[src/rtl/latch_mailbox_reader_if.sv]
// latch_mailbox_reader_if: writer/reader bus of the command mailbox; master drives the strobes, slave is the mailbox.
interface latch_mailbox_reader_if #(parameter int DATA_W = 8);
  logic [DATA_W-1:0] wr_data;
  logic              wr_n;
  logic              rd_n;
  logic              st_n;
  logic [DATA_W-1:0] rd_data;
  logic [DATA_W-1:0] st_data;
  logic              irq_n;
  modport master (output wr_data, wr_n, rd_n, st_n, input rd_data, st_data, irq_n);
  modport slave  (input wr_data, wr_n, rd_n, st_n, output rd_data, st_data, irq_n);
endinterface

[src/rtl/latch_mailbox_reader.sv]
// latch_mailbox_reader: reader side of a CPU-to-CPU command latch with pending/overrun/hold status and irq_n; ports clk, reset, bus (slave: wr_data/wr_n in, rd_n/st_n in, rd_data/st_data/irq_n out); define LATCH_MAILBOX_SYNC_EN to add 2-flop strobe synchronisers.
module latch_mailbox_reader #(
  parameter int              DATA_W   = 8,
  parameter logic [DATA_W-1:0] OPEN_BUS = '1
) (
  input logic clk,
  input logic reset,
  latch_mailbox_reader_if.slave bus
);
  typedef enum logic [1:0] {EMPTY, FULL, READING} state_t;
  state_t            state_q;
  logic [2:0]        strb;
  logic              wr_q, rd_q, st_q;
  logic [DATA_W-1:0] data_q, hold_q;
  logic              pending_q, overrun_q, held_q, irq_n_q;
  logic              wr_rise, rd_rise, rd_fall, st_rise, ov_set;
`ifdef LATCH_MAILBOX_SYNC_EN
  logic [2:0] s1_q, s2_q;
  always_ff @(posedge clk)
    if (reset) begin
      s1_q <= '1;
      s2_q <= '1;
    end else begin
      s1_q <= {bus.wr_n, bus.rd_n, bus.st_n};
      s2_q <= s1_q;
    end
  assign strb = s2_q;
`else
  assign strb = {bus.wr_n, bus.rd_n, bus.st_n};
`endif
  assign wr_rise = ~wr_q & strb[2];
  assign rd_rise = ~rd_q & strb[1];
  assign rd_fall = rd_q & ~strb[1];
  assign st_rise = ~st_q & strb[0];
  // a write while FULL, or while READING with the hold slot occupied, loses a byte
  assign ov_set  = wr_rise & (state_q == FULL || (state_q == READING && held_q));
  always_ff @(posedge clk)
    if (reset) begin
      state_q   <= EMPTY;
      {wr_q, rd_q, st_q} <= '1;
      data_q    <= '0;
      hold_q    <= '0;
      pending_q <= 1'b0;
      overrun_q <= 1'b0;
      held_q    <= 1'b0;
      irq_n_q   <= 1'b1;
    end else begin
      {wr_q, rd_q, st_q} <= strb;
      irq_n_q   <= ~pending_q;
      overrun_q <= ov_set | (overrun_q & ~st_rise);
      case (state_q)
        EMPTY:
          if (wr_rise) begin
            data_q    <= bus.wr_data;
            pending_q <= 1'b1;
            state_q   <= FULL;
          end
        FULL: begin
          if (wr_rise) data_q <= bus.wr_data;
          if (rd_fall) state_q <= READING;
        end
        READING:
          if (rd_rise) begin
            held_q  <= 1'b0;
            state_q <= FULL;
            if (wr_rise) data_q <= bus.wr_data;
            else if (held_q) data_q <= hold_q;
            else begin
              pending_q <= 1'b0;
              state_q   <= EMPTY;
            end
          end else if (wr_rise) begin
            hold_q <= bus.wr_data;
            held_q <= 1'b1;
          end
        default: state_q <= EMPTY;
      endcase
    end
  assign bus.rd_data = bus.rd_n ? OPEN_BUS : data_q;
  assign bus.st_data = bus.st_n ? OPEN_BUS : {pending_q, overrun_q, held_q, {(DATA_W-3){1'b0}}};
  assign bus.irq_n   = irq_n_q;
endmodule

[src/flat_wrapper.sv]
// flat-port wrapper written by rule: the top's interface ports become plain ports
module latch_mailbox_reader_flat 
#(
  parameter int              DATA_W   = 8,
  parameter logic [DATA_W-1:0] OPEN_BUS = '1
)
  (clk, reset, bus_wr_data, bus_wr_n, bus_rd_n, bus_st_n, bus_rd_data, bus_st_data, bus_irq_n);
  latch_mailbox_reader_if #(.DATA_W(DATA_W)) bus_i ();
  input logic clk;
  input logic reset;
  input wire logic [$bits(bus_i.wr_data)-1:0] bus_wr_data;
  input wire logic [$bits(bus_i.wr_n)-1:0] bus_wr_n;
  input wire logic [$bits(bus_i.rd_n)-1:0] bus_rd_n;
  input wire logic [$bits(bus_i.st_n)-1:0] bus_st_n;
  output wire logic [$bits(bus_i.rd_data)-1:0] bus_rd_data;
  output wire logic [$bits(bus_i.st_data)-1:0] bus_st_data;
  output wire logic [$bits(bus_i.irq_n)-1:0] bus_irq_n;
  assign bus_i.wr_data = bus_wr_data;
  assign bus_i.wr_n = bus_wr_n;
  assign bus_i.rd_n = bus_rd_n;
  assign bus_i.st_n = bus_st_n;
  assign bus_rd_data = bus_i.rd_data;
  assign bus_st_data = bus_i.st_data;
  assign bus_irq_n = bus_i.irq_n;
  latch_mailbox_reader #(.DATA_W(DATA_W), .OPEN_BUS(OPEN_BUS)) u_core (.clk(clk), .reset(reset), .bus(bus_i));
endmodule
[config.mk]
export PLATFORM = sky130hd
export DESIGN_NAME = latch_mailbox_reader_flat
export DESIGN_NICKNAME = d
export VERILOG_FILES = /design/src/rtl/latch_mailbox_reader_if.sv /design/src/rtl/latch_mailbox_reader.sv /design/src/flat_wrapper.sv
export SDC_FILE = /design/constraint.sdc
export NUM_CORES = 1
export LEC_CHECK = 0
export CAP_MARGIN = 20
export CORE_MARGIN = 2
export CORE_UTILIZATION = 40
export CTS_CLUSTER_SIZE = 28
export DETAILED_ROUTE_END_ITERATION = 8
export GPL_ROUTABILITY_DRIVEN = 0
export GPL_TIMING_DRIVEN = 0
export PLACE_DENSITY = 0.76
export SLEW_MARGIN = 20
export SYNTH_ARGS = -nofsm -noshare
export SYNTH_HDL_FRONTEND = slang
export SYNTH_SLANG_ARGS = --single-unit
[constraint.sdc]
create_clock -name clk -period 1.6 [get_ports clk]
set_input_delay 0.24 -clock clk [delete_from_list [all_inputs] [get_ports clk]]
set_output_delay 0.24 -clock clk [all_outputs]
set_load 0.005 [all_outputs]
Word level (Yosys, flattened, before mapping)
Index checks and enable logic that the tools add are counted.
{"block": "totals", "reg_bits": 25, "latchBits": 0, "ram_bits": 0, "mem_bits_ro": 0, "in_bits": 13, "out_inout_bits": 17, "elab_cells": 64, "n_memories": 0}
{"block": "classes", "addsub": 0, "multipliers": 0, "div_mod_pow": 0, "n_lt_le_gt_ge": 0, "eq_ne": 9, "shifts": 0, "muxes": 19, "bitwise_logic": 14, "reduce_logical": 12}
{"operator": "$mux W8", "count": 6}
{"operator": "$pmux W8 S2", "count": 1}
{"operator": "$mux W2", "count": 4}
{"operator": "$ne A2 B1 Y1 const B", "count": 4}
{"operator": "$not A1 Y1", "count": 7}
{"operator": "$and A1 B1 Y1", "count": 6}
{"operator": "$mux W1", "count": 6}
{"operator": "$pmux W2 S3", "count": 1}
{"operator": "$reduce_and A3 Y1", "count": 2}
{"operator": "$reduce_bool A2 Y1", "count": 3}
{"operator": "$reduce_and A5 Y1", "count": 1}
{"operator": "$ne A2 B2 Y1 const B", "count": 2}
{"operator": "$reduce_and A4 Y1", "count": 1}
{"operator": "$ne A3 B1 Y1 const B", "count": 1}
{"operator": "$eq A2 B1 Y1 const B", "count": 1}
{"operator": "$eq A2 B2 Y1 const B", "count": 1}
{"operator": "$logic_not A2 Y1", "count": 1}
{"operator": "$pmux W1 S2", "count": 1}
{"operator": "$reduce_and A2 Y1", "count": 1}
{"operator": "$reduce_or A2 Y1", "count": 1}
{"operator": "$logic_and A1 B1 Y1", "count": 1}
{"operator": "$logic_or A1 B1 Y1", "count": 1}
{"operator": "$or A1 B1 Y1", "count": 1}

Depth between registers and ports, before layout
Gate-level depths: netlist (run 1).
{"block": "depth", "depth_word": 5, "mapped_depth": 6, "depth_no_buf": 4}

Worst setup path before layout (run 1)
Ideal clock, no wire load.
{"block": "synth_timing", "path_kind": "reg2reg", "startpoint": "register u_core.state_q[1]", "endpoint": "register u_core.data_q[4]", "setup_time_ns": 0.143, "t_arrival_ns": 1.165, "required_time_ns": 1.457, "path_slack_ns": 0.292, "path_stages_with_launch": 6, "n_path_buf": 1, "period_less_slack_ns": 1.308, "cell_sequence": "dfxtp_1 -> nand2b_1 -> o32a_4 -> buf_12 -> nor2_2 -> a211oi_2"}
{"block": "synth_between", "elab_chain_len": 4, "word_cells_on_any_way": 10, "cone_classes": "5 x eq/ne; 1 x mux; 4 x reduce/logical"}
{"item": "from (decl)", "line_no": "latch_mailbox_reader.sv:11", "source": "state_t state_q;"}
{"item": "from (signal assigned)", "line_no": "latch_mailbox_reader.sv:39", "source": "state_q <= EMPTY;"}
{"item": "from (signal assigned)", "line_no": "latch_mailbox_reader.sv:56", "source": "state_q <= FULL;"}
{"item": "from (signal assigned)", "line_no": "latch_mailbox_reader.sv:60", "source": "if (rd_fall) state_q <= READING;"}
{"item": "$eq A2 B1 Y1 / $logic_not A2 Y1 (equally long branches)", "line_no": "latch_mailbox_reader.sv:51", "source": "case (state_q)"}
{"item": "$reduce_or A2 Y1 (no source line)"}
{"item": "$ne A2 B1 Y1 (no source line) / $reduce_bool A2 Y1 (equally long branches)"}
{"item": "$reduce_and A4 Y1 (no source line)"}
{"item": "to (signal assigned)", "line_no": "latch_mailbox_reader.sv:54", "source": "data_q <= bus.wr_data;"}
{"item": "to (signal assigned)", "line_no": "latch_mailbox_reader.sv:59", "source": "if (wr_rise) data_q <= bus.wr_data;"}
{"item": "to (signal assigned)", "line_no": "latch_mailbox_reader.sv:66", "source": "if (wr_rise) data_q <= bus.wr_data;"}
{"item": "to (decl)", "line_no": "latch_mailbox_reader.sv:14", "source": "logic [DATA_W-1:0] data_q, hold_q;"}
Several ways; a longest one is shown, not always the timed one.
A chain may end at the register's enable or synchronous reset.

Worst setup path after layout (run 1)
{"block": "layout_timing", "startpoint": "input port bus_wr_n", "endpoint": "register u_core.data_q[1]"}
{"block": "layout_between", "elab_chain_len": 4, "word_cells_on_any_way": 7, "cone_classes": "2 x eq/ne; 3 x mux; 1 x bitwise; 1 x reduce/logical"}
{"item": "from (decl)", "line_no": "flat_wrapper.sv:12", "source": "input wire logic [$bits(bus_i.wr_n)-1:0] bus_wr_n;"}
{"item": "$and A1 B1 Y1 *", "line_no": "latch_mailbox_reader.sv:31", "source": "assign wr_rise = ~wr_q & strb[2];"}
{"item": "$mux W8", "line_no": "latch_mailbox_reader.sv:66"}
{"item": "$mux W8", "line_no": "latch_mailbox_reader.sv:63", "source": "if (rd_rise) begin"}
{"item": "$pmux W8 S2", "line_no": "latch_mailbox_reader.sv:51"}
{"item": "to (signal assigned)", "line_no": "latch_mailbox_reader.sv:54"}
{"item": "to (signal assigned)", "line_no": "latch_mailbox_reader.sv:66"}
{"item": "to (signal assigned)", "line_no": "latch_mailbox_reader.sv:67", "source": "else if (held_q) data_q <= hold_q;"}
Mark *: on every way between the ends. The rest lies on a longest branch, timed or not. The select of a mux whose other input is x is not followed.

==> impl_results.md, run 1 <==
- Run status: finished clean
- Post-layout minimum cycle time: 1.54 ns
- Portion of the clock cycle consumed by the worst path in the final layout: 0.962
- Half-perimeter wire length after placement: 1.80 mm
- Max-cap violations: 0
- Hold bufs inserted after CTS: 0
- Overall routed net length: 2.44 mm
- Inserted Clock Buffers: 3
- CP arrival: 1.73 ns
- TritonCTS clock tree: done
- Cell taking the most area after synthesis: sky130_fd_sc_hd__dfxtp_1
- Leakage power figure: 0.755 nW
- Synth Register Bits: 25
- Number of slew-limit violations in the final report: 0
- IO buf count: 29
- Largest cells by area after synthesis: sky130_fd_sc_hd__dfxtp_1 (41%), sky130_fd_sc_hd__mux2i_1 (13%), sky130_fd_sc_hd__a211oi_2 (8.3%)
- IO Count: 30
- Post-route DRC: 0
- Critical Path Sink Type: flop
- Vias in the first global route: 882
- Type of the worst setup path: in2reg
- R2R cell count: 5
- Count of antenna diodes in the layout: 0
- Number of hold violations in the final report: 0
- Worst Tran Pin Value: 0.666 ns
- Net count after synthesis: 133
- Vias per std cell: 5.04
- Number of filler instances in the final layout: 258
- Startpoint class of the critical path: primary input
- Total design power: 0.00116 W
- First-pass GRT wire length: 3.93 mm
- Hold-critical path depth: 1
- Min Hold Slack: 0.435 ns
- Count of flip-flops with a built-in enable after synthesis: 0
- Class of the tightest hold or removal check: reg2reg
- Router iterations before antenna repair: 4
- Via count of the routed design: 942
- Post-layout nets: 170
- Antenna violations before repair: 0
- Worst Path Required: 1.79 ns
- Power per Cell Area: 726 nW/µm²
- Maximum resistive drop on vdd: 0.687 mV
- Die height: 59.0 µm
- Most frequent cell after synthesis: sky130_fd_sc_hd__dfxtp_1
- Timing-limited maximum frequency: 650 MHz
- Maximum number of pins on one net before global-route repair: 15
- Starting utilization of the core area: 0.432
- Clk sink count: 25
- Root Buffer Master: sky130_fd_sc_hd__clkbuf_4
- Iteration-0 DRC count of the detailed router: 20
- Maximum clock skew at final layout: 0.00578 ns
- Area growth from synthesis to layout: 31.6%
- Unrepaired setup endpoints after global routing: no
- Area of the core: 2810 µm²
- H-tree level count: 1
- Width of the chip: 59.0 µm
- Proportion of layout cells with a drive suffix above 1: 0.333
- Worst-path clk slew: 0.13 ns
- Per-cell routed wire length: 13.1 µm
- Final count of negative-setup-slack endpoints: 0
- Distinct cell type count after synthesis: 31
- Maximum number of buffers from clock root to sink: 2
- Floorplan die area: 3480 µm²
- Sequential fraction of the synthesis area: 0.413
- GRT Total Usage: 0.149
- Clock insertion delay at the later pin of the skew report: 0.32 ns
- Cell count after synthesis: 120
- Most used flip-flop cell after synthesis: sky130_fd_sc_hd__dfxtp_1
- Synthesized area: 1210 µm²
- Portion of synthesized cell area occupied by the leading cell type: 0.413
- Yosys Warn Count: 0
- Critical-path maximum fanout: 8
- Top cells by count, synth: sky130_fd_sc_hd__dfxtp_1 (25), sky130_fd_sc_hd__nor2_1 (17), sky130_fd_sc_hd__mux2i_1 (16), sky130_fd_sc_hd__or2_2 (14), sky130_fd_sc_hd__a211oi_2 (8)
- Synthesized area per cell: 10.1 µm²
- Final global-route overflow total: 0
- Site row count: 19
- Ys async rst share: 0
- Worst-case headroom to the max-slew limit: 0.556
- Antenna violation net count after detailed routing: 0
per-layer routing:
metal,routed length [µm],GRT usage
met1,1030,0.178
met2,1240,0.270
met3,171,0.0437
met4,0,0.0195
met5,0,0
logic make-up (layout without fill, tap and decap cells):
group / after synthesis / in the layout / share of synthesized area
AND/OR/NAND/NOR: 49 / 49 / 0.233
AO/OA/AOI/OAI: 17 / 17 / 0.145
multiplexers: 16 / 16 / 0.132
flip-flops: 25 / 25 / 0.413
buffers and inverters: 13 / 49 / 0.0764
stage by stage:
step / instances / utilization / setup TNS [ns] / cell area [µm²] / worst slack [ns]
global route: 187 / 0.568 / 0 / 1590 / 0.0128
global placement: 180 / 0.549 / -6.90 / 1540 / -0.350
CTS: 187 / 0.568 / 0 / 1590 / 0.0498
finish: 187 / 0.568 / 0 / 1590 / 0.0612
floorplan: 120 / - / 0 / 1210 / 0.292
detailed placement: 180 / 0.549 / -7.61 / 1540 / -0.363
critical path, cell delays in order:
cell and delay, ns:
sky130_fd_sc_hd__clkdlybuf4s50_1 0.47, sky130_fd_sc_hd__nor2b_1 0.13, sky130_fd_sc_hd__buf_2 0.20, sky130_fd_sc_hd__nand2b_2 0.16
sky130_fd_sc_hd__buf_6 0.15, sky130_fd_sc_hd__mux2i_1 0.28, sky130_fd_sc_hd__a211oi_2 0.10
worst paths after layout:
kind                            slack (ns)                             to                            from
worst max-delay path                  0.06  u_core.data_q[1]$_SDFFE_PP0P_                        bus_wr_n
worst min-delay path                  0.43    u_core.bus.irq_n$_SDFF_PP1_   u_core.pending_q$_SDFFE_PP0P_
worst max register to register        0.11  u_core.data_q[1]$_SDFFE_PP0P_  u_core.state_q[0]$_SDFFE_PP0P_
worst min register to register        0.43    u_core.bus.irq_n$_SDFF_PP1_   u_core.pending_q$_SDFFE_PP0P_
power by group:
part,internal (W),switching [W]
clock network,0.0000937,0.000191
logic,0.000127,0.0000887
registers,0.000644,0.0000129
area by class of cell:
type	count	area [µm²]	area share
multi-input combinational	82	618	0.388
sequential	25	510	0.320
timing repair buffer	32	297	0.186
buffer	11	95.1	0.0597
tap	31	38.8	0.0243
clock buffer	3	22.5	0.0141
inverter	2	7.51	0.00471
clock inverter	1	5.00	0.00314
placed cells by master, fill, tap and decap left out, types with 2 or more instances in the layout:
cell / count
sky130_fd_sc_hd__dlygate4sd2_1: 13
sky130_fd_sc_hd__clkbuf_4: 3
sky130_fd_sc_hd__mux2i_1: 16
sky130_fd_sc_hd__a21oi_1: 3
sky130_fd_sc_hd__nand2b_1: 3
sky130_fd_sc_hd__clkdlybuf4s50_1: 16
sky130_fd_sc_hd__nor3_1: 3
sky130_fd_sc_hd__inv_1: 2
sky130_fd_sc_hd__nor2_1: 17
sky130_fd_sc_hd__or2_2: 14
sky130_fd_sc_hd__a211oi_2: 8
sky130_fd_sc_hd__and2b_2: 2
sky130_fd_sc_hd__dfxtp_2: 5
sky130_fd_sc_hd__buf_4: 8
sky130_fd_sc_hd__dfxtp_1: 19
sky130_fd_sc_hd__nor2_2: 2
registers in the layout (all words and copies together) (netlist names):
register	cells
u_core.data_q	8
u_core.hold_q	8
u_core.state_q	2
u_core.bus.irq_n	1
u_core.held_q	1
u_core.overrun_q	1
u_core.pending_q	1
u_core.rd_q	1
u_core.st_q	1
u_core.wr_q	1
what timing repair did:
action | 4_1_cts | 5_1_grt
resized for setup | 23 | 0
endpoints found under the setup margin | 16 | 0
setup buffers | 3 | 0
Power figures use the tool's default switching activity.
==> run 2: changes to the inputs <==
--- a/config.mk
+++ b/config.mk
@@ -7,12 +7,12 @@
 export LEC_CHECK = 0
 export CAP_MARGIN = 20
 export CORE_MARGIN = 2
-export CORE_UTILIZATION = 40
+export CORE_UTILIZATION = 37
 export CTS_CLUSTER_SIZE = 28
 export DETAILED_ROUTE_END_ITERATION = 8
 export GPL_ROUTABILITY_DRIVEN = 0
 export GPL_TIMING_DRIVEN = 0
-export PLACE_DENSITY = 0.76
+export PLACE_DENSITY = 0.72
 export SLEW_MARGIN = 20
 export SYNTH_ARGS = -nofsm -noshare
 export SYNTH_HDL_FRONTEND = slang
==> impl_results.md, run 2 (synthesis results as in run 1) <==
- Half-perimeter wire length after placement: 1.89 mm (was 1.80 mm)
- Critical-path maximum fanout: 8 (unchanged)
- Worst-path clk slew: 0.14 ns (was 0.13 ns)
- Run status: finished clean (unchanged)
- Root Buffer Master: sky130_fd_sc_hd__clkbuf_4 (unchanged)
- Number of slew-limit violations in the final report: 0 (unchanged)
- Worst Tran Pin Value: 0.671 ns (was 0.666 ns)
- Power per Cell Area: 718 nW/µm² (was 726 nW/µm²)
- Starting utilization of the core area: 0.393 (was 0.432)
- R2R cell count: 5 (unchanged)
- Post-layout nets: 169 (was 170)
- Hold bufs inserted after CTS: 0 (unchanged)
- Worst-case headroom to the max-slew limit: 0.552 (was 0.556)
- Maximum resistive drop on vdd: 0.453 mV (was 0.687 mV)
- Top flop regs: u_core.data_q x8, u_core.hold_q x8, u_core.state_q x2 (unchanged)
- Overall routed net length: 2.58 mm (was 2.44 mm)
- Router iterations before antenna repair: 4 (unchanged)
- Cells after DPL: 193 (was 180)
- Inserted Clock Buffers: 3 (unchanged)
- Vias per std cell: 4.85 (was 5.04)
- Worst r2r src: u_core.state_q[0]$_SDFFE_PP0P_ (unchanged)
- Net load switching power: 0.000294 W (was 0.000293 W)
- Final count of negative-setup-slack endpoints: 0 (unchanged)
- IO Count: 30 (unchanged)
- Cell-by-cell listing of the critical path: clkdlybuf4s50_1, nor2b_1, buf_2, nand2b_2, buf_6, mux2i_2, a211oi_2 (was clkdlybuf4s50_1, nor2b_1, buf_2, nand2b_2, buf_6, mux2i_1, a211oi_2)
- Portion of the clock cycle consumed by the worst path in the final layout: 0.953 (was 0.962)
- Slowest stage delay, CP: 0.48 ns (was 0.47 ns)
- Antenna violation net count after detailed routing: 0 (unchanged)
- Unrepaired setup endpoints after global routing: yes (was no)
- Setup slack of the worst register-to-register path: 0.11 ns (about the same)
- Maximum clock skew at final layout: 0.00703 ns (was 0.00578 ns)
- TritonCTS clock tree: done (unchanged)
- Post-place instance area: 1560 µm² (was 1540 µm²)
- Class of the tightest hold or removal check: reg2reg (unchanged)
- Net switching share of the total power: 0.254 (was 0.253)
- Via count of the routed design: 966 (was 942)
- Area of the core: 3080 µm² (was 2810 µm²)
- Per-cell routed wire length: 13.0 µm (was 13.1 µm)
- Sequential share of power: 0.568 (was 0.567)
- Clock network power share: 0.245 (was 0.246)
- Iteration-0 DRC count of the detailed router: 17 (was 20)
- Site row count: 20 (was 19)
- Number of hold violations in the final report: 0 (unchanged)
- Leakage power figure: 0.752 nW (was 0.755 nW)
- Max-cap violations: 0 (unchanged)
- Combinational fraction of design power: 0.187 (about the same)
- Critical Path Sink Type: flop (unchanged)
- GRT Total Usage: 0.147 (was 0.149)
- Final design instance area without fill: 1610 µm² (was 1590 µm²)
- H-tree level count: 1 (unchanged)
- Worst reg2reg endpoint: u_core.data_q[2]$_SDFFE_PP0P_ (was u_core.data_q[1]$_SDFFE_PP0P_)
- Top library cells by usage in the layout, fill and taps aside: sky130_fd_sc_hd__nor2_1 (17), sky130_fd_sc_hd__dfxtp_1 (17), sky130_fd_sc_hd__clkdlybuf4s50_1 (16), sky130_fd_sc_hd__mux2i_1 (15), sky130_fd_sc_hd__or2_2 (14) (was sky130_fd_sc_hd__dfxtp_1 (19), sky130_fd_sc_hd__nor2_1 (17), sky130_fd_sc_hd__mux2i_1 (16), sky130_fd_sc_hd__clkdlybuf4s50_1 (16), sky130_fd_sc_hd__or2_2 (14))
- Vias in the first global route: 899 (was 882)
- Clk sink count: 25 (unchanged)
- Startpoint class of the critical path: primary input (unchanged)
- Antenna violations before repair: 0 (unchanged)
- First-pass GRT wire length: 3.93 mm (about the same)
- CP arrival: 1.72 ns (was 1.73 ns)
- Slowest cell on the critical path: sky130_fd_sc_hd__clkdlybuf4s50_1 (unchanged)
- Hold-critical path depth: 1 (unchanged)
- Type of the worst setup path: in2reg (unchanged)
- Worst Path Required: 1.80 ns (was 1.79 ns)
- Timing-limited maximum frequency: 656 MHz (was 650 MHz)
- IO buf count: 29 (unchanged)
- Post-layout minimum cycle time: 1.53 ns (was 1.54 ns)
- Proportion of layout cells with a drive suffix above 1: 0.348 (was 0.333)
- Maximum number of buffers from clock root to sink: 2 (unchanged)
- Post-route DRC: 0 (unchanged)
- Clock insertion delay at the later pin of the skew report: 0.32 ns (about the same)
- Worst hold path endpoint: u_core.bus.irq_n$_SDFF_PP1_ (unchanged)
- Non-filler cells, final: 199 (was 187)
- Number of filler instances in the final layout: 307 (was 258)
- Origin of the worst min-delay path: u_core.pending_q$_SDFFE_PP0P_ (unchanged)
- Final global-route overflow total: 0 (unchanged)
- Die height: 61.2 µm (was 59.0 µm)
- Width of the chip: 61.2 µm (was 59.0 µm)
- Area growth from synthesis to layout: 33.2% (was 31.6%)
- Count of antenna diodes in the layout: 0 (unchanged)
- Int Pwr: 0.000865 W (was 0.000864 W)
- Maximum number of pins on one net before global-route repair: 15 (unchanged)
- Floorplan die area: 3750 µm² (was 3480 µm²)
run 2: cell count changes in the layout (fill, tap and decap cells not counted), sizes merged:
cell          change
buf               -1
dlygate4sd2       -1
dlymetal6s2s      +1
run 2: what timing repair did:
item,4_1_cts,5_1_grt
endpoints found under the setup margin,16,4
resized for setup,23,3
setup buffers,2,0
endpoints found under the hold margin,0,0
run 2: routing by layer:
layer	global-route usage	wire length (µm)	share of wire	vias up
met2	0.271	1310	0.51	24
li1	-	-	-	477
met3	0.0462	137	0.053	5
met4	0.0466	26	0.010	0
met1	0.158	1110	0.43	460
met5	0	0	0	-
run 2: power groups by stage:
stage | Combinational (W) | Sequential, W | Clock [W]
after floorplan | 0.000120 | 0.000668 | 0
after global placement | 0.000222 | 0.000670 | 0
after detailed placement | 0.000228 | 0.000672 | 0
after CTS | 0.000220 | 0.000658 | 0.000298
after global routing | 0.000237 | 0.000661 | 0.000314
final | 0.000217 | 0.000658 | 0.000284
run 2: area by class of cell:
type / count / area, µm² / area share
inverter: 2 / 7.51 / 0.00465
clock buffer: 3 / 22.5 / 0.0140
multi-input combinational: 82 / 622 / 0.386
timing repair buffer: 31 / 293 / 0.182
clock inverter: 1 / 5.00 / 0.00310
sequential: 25 / 513 / 0.318
buffer: 11 / 95.1 / 0.0590
tap: 44 / 55.1 / 0.0341
run 2: worst max-delay path: cells and delay by family:
kind | cells | cell delay, ns
compound gates | 1 | 0.10
buf+inv | 3 | 0.84
mux | 1 | 0.28
simple gates | 2 | 0.27
run 2: how the worst max path moves through the flow:
stage                                              start                       endpoint  slack [ns]
after floorplan           u_core.state_q[1]$_SDFFE_PP0P_  u_core.data_q[4]$_SDFFE_PP0P_        0.29
after global placement                          bus_rd_n                 bus_rd_data[6]       -0.35
after detailed placement                        bus_rd_n                 bus_rd_data[1]       -0.35
after CTS                  u_core.data_q[1]$_SDFFE_PP0P_                 bus_rd_data[1]       -0.06
after global routing                            bus_wr_n  u_core.data_q[7]$_SDFFE_PP0P_       -0.01
final                                           bus_wr_n  u_core.data_q[2]$_SDFFE_PP0P_        0.07
run 2: stage by stage:
stage	power (W)	hold WS [ns]	worst slack (ns)	util	setup TNS [ns]
global route	0.00121	0.460	-0.0127	0.524	-0.0228
CTS	0.00118	0.442	-0.0553	0.522	-0.0553
floorplan	0.000787	0.317	0.292	-	0
detailed placement	0.000900	0.405	-0.351	0.506	-7.62
global placement	0.000892	0.397	-0.353	0.506	-6.88
finish	0.00116	0.438	0.0746	0.524	0
==> run 3: changes to the inputs <==
--- a/config.mk
+++ b/config.mk
@@ -8,6 +8,7 @@
 export CAP_MARGIN = 20
 export CORE_MARGIN = 2
 export CORE_UTILIZATION = 37
+export CTS_CLUSTER_DIAMETER = 50
 export CTS_CLUSTER_SIZE = 28
 export DETAILED_ROUTE_END_ITERATION = 8
 export GPL_ROUTABILITY_DRIVEN = 0
==> results of run 3 <==
The final DEF is identical to that of run 2; final timing and power are the same.
